## src/rtl/sram_pkg.sv

```systemverilog
// sram_pkg: shared state encoding and lane-merge helper for the masked-write SRAM.
package sram_pkg;
  typedef enum logic {INIT, READY} state_e;
  localparam int MAX_DW = 1024;
  function automatic logic [MAX_DW-1:0] lane_merge(
    input logic [MAX_DW-1:0] old_w,
    input logic [MAX_DW-1:0] new_w,
    input logic [MAX_DW-1:0] bit_mask
  );
    return (old_w & ~bit_mask) | (new_w & bit_mask);
  endfunction
endpackage

```

## src/rtl/sram_init_seq.sv

```systemverilog
// sram_init_seq: post-reset sweep that zeroes every word once, then holds READY until reset.
module sram_init_seq
  import sram_pkg::*;
#(
  parameter int ADDR_WIDTH = 4
) (
  input  logic                  clk0,
  input  logic                  rst0,
  output logic                  init_done,
  output logic                  clr_we,
  output logic [ADDR_WIDTH-1:0] clr_addr
);
  state_e                state_q, state_d;
  logic [ADDR_WIDTH-1:0] clr_addr_q, clr_addr_d;
  logic                  last;
  always_ff @(posedge clk0) begin
    if (rst0) begin
      state_q    <= INIT;
      clr_addr_q <= '0;
    end else begin
      state_q    <= state_d;
      clr_addr_q <= clr_addr_d;
    end
  end
  always_comb begin
    last       = clr_addr_q == '1;
    state_d    = (state_q == INIT && last) ? READY : state_q;
    clr_addr_d = (state_q == INIT && !last) ? clr_addr_q + 1'b1 : clr_addr_q;
  end
  always_comb begin
    init_done = state_q == READY;
    clr_we    = state_q == INIT;
    clr_addr  = clr_addr_q;
  end
endmodule

```

## src/rtl/sram_1rw1r_wmask.sv

```systemverilog
// sram_1rw1r_wmask: 1RW + 1R SRAM with lane write mask, registered inputs and outputs.
// Define SRAM_RW_FORWARD_EN to make port 1 see the post-write word on a same-address collision.
module sram_1rw1r_wmask
  import sram_pkg::*;
#(
  parameter int DATA_WIDTH  = 8,
  parameter int ADDR_WIDTH  = 4,
  parameter int WMASK_WIDTH = 2
) (
  input  logic                   clk0,
  input  logic                   rst0,
  input  logic                   csb0,
  input  logic                   web0,
  input  logic [WMASK_WIDTH-1:0] wmask0,
  input  logic [ADDR_WIDTH-1:0]  addr0,
  input  logic [DATA_WIDTH-1:0]  din0,
  output logic [DATA_WIDTH-1:0]  dout0,
  output logic                   dout0_vld,
  input  logic                   csb1,
  input  logic [ADDR_WIDTH-1:0]  addr1,
  output logic [DATA_WIDTH-1:0]  dout1,
  output logic                   dout1_vld,
  output logic                   init_done
);
  localparam int LANE = DATA_WIDTH / WMASK_WIDTH;
  logic [DATA_WIDTH-1:0]  mem_q [2**ADDR_WIDTH];
  logic                   csb0_q, csb0_d, web0_q, web0_d, csb1_q, csb1_d;
  logic [WMASK_WIDTH-1:0] wmask0_q, wmask0_d;
  logic [ADDR_WIDTH-1:0]  addr0_q, addr0_d, addr1_q, addr1_d;
  logic [DATA_WIDTH-1:0]  din0_q, din0_d;
  logic [DATA_WIDTH-1:0]  dout0_q, dout0_d, dout1_q, dout1_d;
  logic                   dout0_vld_q, dout0_vld_d, dout1_vld_q, dout1_vld_d;
  logic                   clr_we, rd0, wr0, rd1, mem_we;
  logic [ADDR_WIDTH-1:0]  clr_addr, mem_waddr;
  logic [DATA_WIDTH-1:0]  bit_mask, merged, mem_wdata, rd1_data;
  sram_init_seq #(.ADDR_WIDTH(ADDR_WIDTH)) u_init (
    .clk0      (clk0),
    .rst0      (rst0),
    .init_done (init_done),
    .clr_we    (clr_we),
    .clr_addr  (clr_addr)
  );
  for (genvar i = 0; i < WMASK_WIDTH; i++) begin : g_mask
    assign bit_mask[i*LANE +: LANE] = {LANE{wmask0_q[i]}};
  end
  // Requests arriving before the sweep finishes are captured as deselected, so they never execute.
  always_comb begin
    csb0_d   = rst0 | ~init_done | csb0;
    csb1_d   = rst0 | ~init_done | csb1;
    web0_d   = rst0 | web0;
    wmask0_d = rst0 ? '0 : wmask0;
    addr0_d  = rst0 ? '0 : addr0;
    addr1_d  = rst0 ? '0 : addr1;
    din0_d   = rst0 ? '0 : din0;
  end
  always_comb begin
    rd0       = ~rst0 & ~csb0_q & web0_q;
    wr0       = ~rst0 & ~csb0_q & ~web0_q;
    rd1       = ~rst0 & ~csb1_q;
    merged    = DATA_WIDTH'(lane_merge(MAX_DW'(mem_q[addr0_q]), MAX_DW'(din0_q), MAX_DW'(bit_mask)));
    mem_we    = clr_we | wr0;
    mem_waddr = clr_we ? clr_addr : addr0_q;
    mem_wdata = clr_we ? '0 : merged;
`ifdef SRAM_RW_FORWARD_EN
    rd1_data  = (wr0 && addr0_q == addr1_q) ? merged : mem_q[addr1_q];
`else
    rd1_data  = mem_q[addr1_q];
`endif
    dout0_d     = rst0 ? '0 : rd0 ? mem_q[addr0_q] : dout0_q;
    dout1_d     = rst0 ? '0 : rd1 ? rd1_data : dout1_q;
    dout0_vld_d = rd0;
    dout1_vld_d = rd1;
  end
  always_ff @(posedge clk0) begin
    csb0_q      <= csb0_d;
    csb1_q      <= csb1_d;
    web0_q      <= web0_d;
    wmask0_q    <= wmask0_d;
    addr0_q     <= addr0_d;
    addr1_q     <= addr1_d;
    din0_q      <= din0_d;
    dout0_q     <= dout0_d;
    dout1_q     <= dout1_d;
    dout0_vld_q <= dout0_vld_d;
    dout1_vld_q <= dout1_vld_d;
  end
  always_ff @(posedge clk0) begin
    if (mem_we) mem_q[mem_waddr] <= mem_wdata;
  end
  assign dout0     = dout0_q;
  assign dout1     = dout1_q;
  assign dout0_vld = dout0_vld_q;
  assign dout1_vld = dout1_vld_q;
endmodule

```

## config.mk

```make
export PLATFORM = sky130hd
export DESIGN_NAME = sram_1rw1r_wmask
export DESIGN_NICKNAME = d
export VERILOG_FILES = /design/src/rtl/sram_pkg.sv /design/src/rtl/sram_init_seq.sv /design/src/rtl/sram_1rw1r_wmask.sv
export SDC_FILE = /design/constraint.sdc
export NUM_CORES = 1
export LEC_CHECK = 0
export CAP_MARGIN = 20
export CORE_MARGIN = 4
export CORE_UTILIZATION = 30
export CTS_CLUSTER_SIZE = 8
export DETAILED_ROUTE_END_ITERATION = 12
export GPL_TIMING_DRIVEN = 0
export PLACE_DENSITY = 0.51
export SYNTH_ARGS = -nofsm -noshare
export SYNTH_HDL_FRONTEND = slang
export SYNTH_SLANG_ARGS = --single-unit
```

## constraint.sdc

```tcl
create_clock -name clk0 -period 2.35 [get_ports clk0]
set_clock_uncertainty 0.15 [all_clocks]
set_input_delay 0.5875 -clock clk0 [delete_from_list [all_inputs] [get_ports clk0]]
set_output_delay 0.5875 -clock clk0 [all_outputs]
set_load 0.1 [all_outputs]
```

# == Word-level counts from Yosys, hierarchy flattened ==
# Memory sizes are Yosys's and may differ from the RTL's. A register that Yosys moved wholly into a read port is not among the register bits.
# Index checks and enable logic that the tools add are counted.
# op_classes
eq_ne,1
mul,0
mux,5
order_cmp,0
shift,0
n_div,0
addsub,1
bitwise_logic,18
n_reduce_logical,3
# ops
cell,count
$and 8x8->8,2
$mux 4,2
$mux 8,1
$not 8->8,1
$or 8x8->8,1
$not 1->1,5
$or 1x1->1,5
$add 4x1->4 const B,1
$and 1x1->1,4
$eq 4x4->1 const B,1
$logic_and 1x1->1,2
$mux 1,2
$logic_not 1->1,1
# totals
mem_bits_rw,128
mem_count,1
output_inout_bits,19
ff_bits,36
in_bits,23
latch_bits,0
wordCells,41
romBits,0
# mem_list
name,words,word_bits,rd,rd_ports_with_merged_regs,write_ports,line_no,source
mem_q,16,8,2,2,1,sram_1rw1r_wmask.sv:26,logic [DATA_WIDTH-1:0] mem_q [2**ADDR_WIDTH];

# == Longest topological paths before layout ==
# logic_depth
word_depth,6
ltp_mapped,6
depth_no_buf,5

# == Modules after synthesis ==
# Synthesis repeated with hierarchy kept, for this count alone.
# unflattened
hier_cells,535
hier_area_um2,7672.4
# by_module_without_submodules
mod,cells_each,n_inst,area_each_um2,seq_area_each_um2
sram_1rw1r_wmask,515,1,7457.2,4624.4
sram_init_seq,20,1,215.2,100.1

# == Worst setup path before layout ==
# OpenSTA, ideal clock, no wires.
# synth_path
path_type,register to register
from,register u_init.state_q (netlist: u_init.init_done)
to,memory mem_q[10][0] (enable)
required_time_ns,1.830
path_slack_ns,-0.267
path_stages_with_launch,5
arrival_time_ns,2.097
cell_sequence,dfxtp_1 -> buf_1 -> mux2i_1 -> nand2_1 -> nor2_1
# synth_via
elab_chain_cells,4
# synth_rtl
element,line_no,source
from (decl),sram_init_seq.sv:13,"state_e state_q, state_d;"
from (signal assigned),sram_init_seq.sv:21,state_q <= state_d;
$not 1->1,sram_init_seq.sv:32,clr_we = state_q == INIT;
$or 1x1->1,sram_1rw1r_wmask.sv:61,mem_we = clr_we | wr0;
$mux 1,sram_1rw1r_wmask.sv:88,if (mem_we) mem_q[mem_waddr] <= mem_wdata;
$mux 1 (implied by the code),sram_1rw1r_wmask.sv:88,
to (decl),sram_1rw1r_wmask.sv:26,
# Parallel ways exist; a longest one is shown, timed or not.

==> results.py <==
metrics = {
    "power_and_ir_drop": {
        "p_seq_frac": 0.464,
        "switching_share": 0.222,
        "irDropWorstVdd_uv": 615,
        "p_sw_mw": 1.60,
        "power.internal_mw": 5.61,
        "p_leak_nw": 3.41,
        "pwr-share-clk": 0.441,
        "cellPowerDensity_mw_per_mm2": 721,
        "power_frac_comb": 0.095,
    },
    "final_layout": {
        "final_util": 0.397,
        "fin_nets": 652,
        "finalInstanceArea_mm2": 0.0100,
        "fillers": 2291,
        "diodes": 0,
        "syn_to_final_growth_pct": 29.9,
        "drive_gt1_frac": 0.253,
    },
    "timing": {
        "fin_crit_sh": 0.987,
        "tightestPinTransition_ns": 0.950,
        "slew_headroom": 0.369,
        "layout_setup_ws_ns": 0.0305,
        "setup_viol": 0,
        "finalHoldViolCount": 0,
        "post-route-min-period_ns": 2.32,
        "rsz0062_at_grt": "false",
        "drv_slew": 0,
        "whs_ns": 0.316,
        "clock.fmax_mhz": 431,
    },
    "clocking": {
        "numCtsBuffers": 17,
        "cts-root-buf": "clkbuf_16",
        "path_clk_slew_ns": 0.07,
        "h-tree-depth": 4,
        "cts_tree": "built",
        "clock_sinks": 172,
        "insertion_delay_ns": 0.44,
        "clk_path_buf_depth": 2,
    },
    "placement": {
        "port_buffers": 41,
        "hpwl_um": 15800,
        "post-place-ws_ns": -1.21,
        "dpl_cell_area_mm2": 0.00853,
        "place_congestion": 0.874,
    },
    "critical_path": {
        "critPathLaunchType": "flip-flop",
        "cp_cell_sequence": "buf_12, mux4_1, mux2_4, a2bb2oi_4, a21oi_2, buf_6",
        "required_ns": 2.38,
        "max_stage_delay_ns": 0.56,
        "end_kind": "flip-flop",
        "arrival_ns": 2.35,
        "cp_slowest_cell": "mux4_1",
        "criticalPathCategory": "flip-flop to flip-flop",
        "path_max_fanout": 12,
    },
    "floorplan": {
        "die_y_um": 168,
        "pin_count": 42,
        "die_x_um": 168,
        "die_area_mm2": 0.0283,
        "rows": 58,
        "core_area_mm2": 0.0252,
        "initial_core_util": 0.306,
    },
    "logic_synthesis": {
        "synth.area.mux_share": 0.192,
        "yosysSeqAreaShare": 0.614,
        "synth_compound_area_frac": 0.0735,
        "synth_top_family_by_area": "multiplexers",
        "synth_seq_cells": 172,
        "synth_area_mm2": 0.00770,
        "synth_edf_count": 128,
        "synth_cell_types": 45,
        "ys.warnings.count": 0,
        "synth_nets": 569,
        "synth_fa_ha_area_frac": 0.00163,
        "synthArstFlopShare": 0,
        "yosys_most_used_dff": "edfxtp_1",
        "synth_xor_area_frac": 0.00228,
        "postSynthAreaPerCell_um2": 14.1,
        "yosys.area_share.simple": 0.0886,
        "synth_cells": 545,
    },
    "detailed_routing": {
        "drt_iter0_drc": 455,
        "routed_wirelength_um": 22100,
        "firstDrtPassIters": 5,
        "ant_nets": 0,
        "avgRoutedWirePerCell_um": 22.8,
        "avgViaCountPerCell": 5.17,
        "num_vias": 5022,
        "route.detailed.drc": 0,
    },
    "global_route": {
        "gr-total-overflow": 0,
        "grt_pass1_wl_um": 32800,
        "grt_usage": 0.156,
        "grt_max_degree": 17,
        "antenna_found_initial": 0,
        "first_global_vias": 5231,
    },
    "hold_path": {
        "hold_path.class": "flip-flop to flip-flop",
    },
    "status": {
        "outcome": "finished clean",
    },
    "run": {
        "maxCapViolCount": 0,
    },
}
==> synth_stat cells (all sizes together) (9+ instances only) <==
library cell,n,area (um^2)
a22oi,24,180
nand4,9,56.3
mux4,23,556
mux2i,81,811
nand2,32,120
o21ai,15,75.1
nor2,35,131
nor2b,23,144
edfxtp,128,3840
clkbuf,17,63.8
dfxtp,44,881
a21oi,9,45.0
buf,19,123
mux2,10,113
nand3,16,80.1
==> logic make-up after synthesis <==
| family | Yosys count |
|---|---|
| mux | 114 |
| flops | 172 |
| simple gates | 138 |
| xor+xnor | 2 |
| compound gates | 74 |
| buf+inv | 44 |
| fa+ha+maj | 1 |
==> repair_timing <==
action | in CTS | in global routing
buffers inserted | 17 | 4
hold buffers | 0 | 0
endpoints found under the hold margin | 0 | 0
setup endpoints to repair | 275 | 218
resized for setup | 125 | 21
pin swaps | 16 | 4
==> critical path: cells and delay by family (launching register included) <==
kind | cells | cell delay [ns]
AO/OA/AOI/OAI | 2 | 0.32
buffers and inverters | 2 | 0.34
flip-flops | 1 | 0.36
multiplexers | 2 | 0.89
==> layer usage <==
layer | track usage | share of wire | vias up
met1 | 0.203 | 0.44 | 2563
met2 | 0.267 | 0.50 | 159
met5 | 0 | 0 | -
li1 | - | - | 2277
met3 | 0.0298 | 0.048 | 23
met4 | 0.0416 | 0.015 | 0
==> state kept, by name (all words and copies together), names as in the netlist, 2 cells and up <==
register         cells
addr0_q              4
addr1_q              4
din0_q               8
dout0                8
dout1                8
mem_q              128
u_init.clr_addr      4
wmask0_q             2
==> layout make-up <==
cell class              instances  area [um^2]  share of cell area
plain buffers                  36          218              0.0218
inverters                       8         32.5             0.00325
clock buffers                  17          425              0.0425
repair buffers                 64          815              0.0815
well taps                     330          413              0.0413
clock inverters                15          244              0.0244
multi-input cells             329         3120               0.312
flip-flops and latches        172         4730               0.473
==> placed cells by master, fill, tap and decap left out, drive strengths merged, types with 15 or more instances in the layout <==
cell type / count
clkdlybuf4s15: 15
clkbuf: 37
dfxtp: 44
nand2: 32
clkdlybuf4s50: 21
mux2i: 81
mux4: 23
nor2: 35
edfxtp: 128
a22oi: 24
o21ai: 15
nor2b: 23
buf: 42
nand3: 16
==> path summary, 6_finish.rpt <==
kind                                  from  depth (start not counted)      endpoint  slack, ns
worst max-delay path            addr0_q[1]                          6  mem_q[12][7]       0.03
worst min-delay path                csb1_q                          1     dout1_vld       0.32
worst max register to register  addr0_q[1]                          6  mem_q[12][7]       0.03
worst min register to register      csb1_q                          1     dout1_vld       0.32
==> stage by stage <==
step	std cells	TNS, ns	power [mW]
CTS	967	-0.0696	7.20
detailed placement	918	-213.91	3.95
global placement	916	-203.90	3.94
finish	971	0	7.21
global route	971	0	7.43
floorplan	545	0	3.75
==> power groups by stage <==
stage               Combinational (mW)  Sequential [mW]  Clock (mW)
floorplan                        0.359             3.39           0
global placement                 0.534             3.40           0
detailed placement               0.539             3.41           0
CTS                              0.636             3.34        3.22
global route                     0.721             3.35        3.36
finish                           0.685             3.35        3.18
Note: power is estimated with default switching activity, not from simulation.
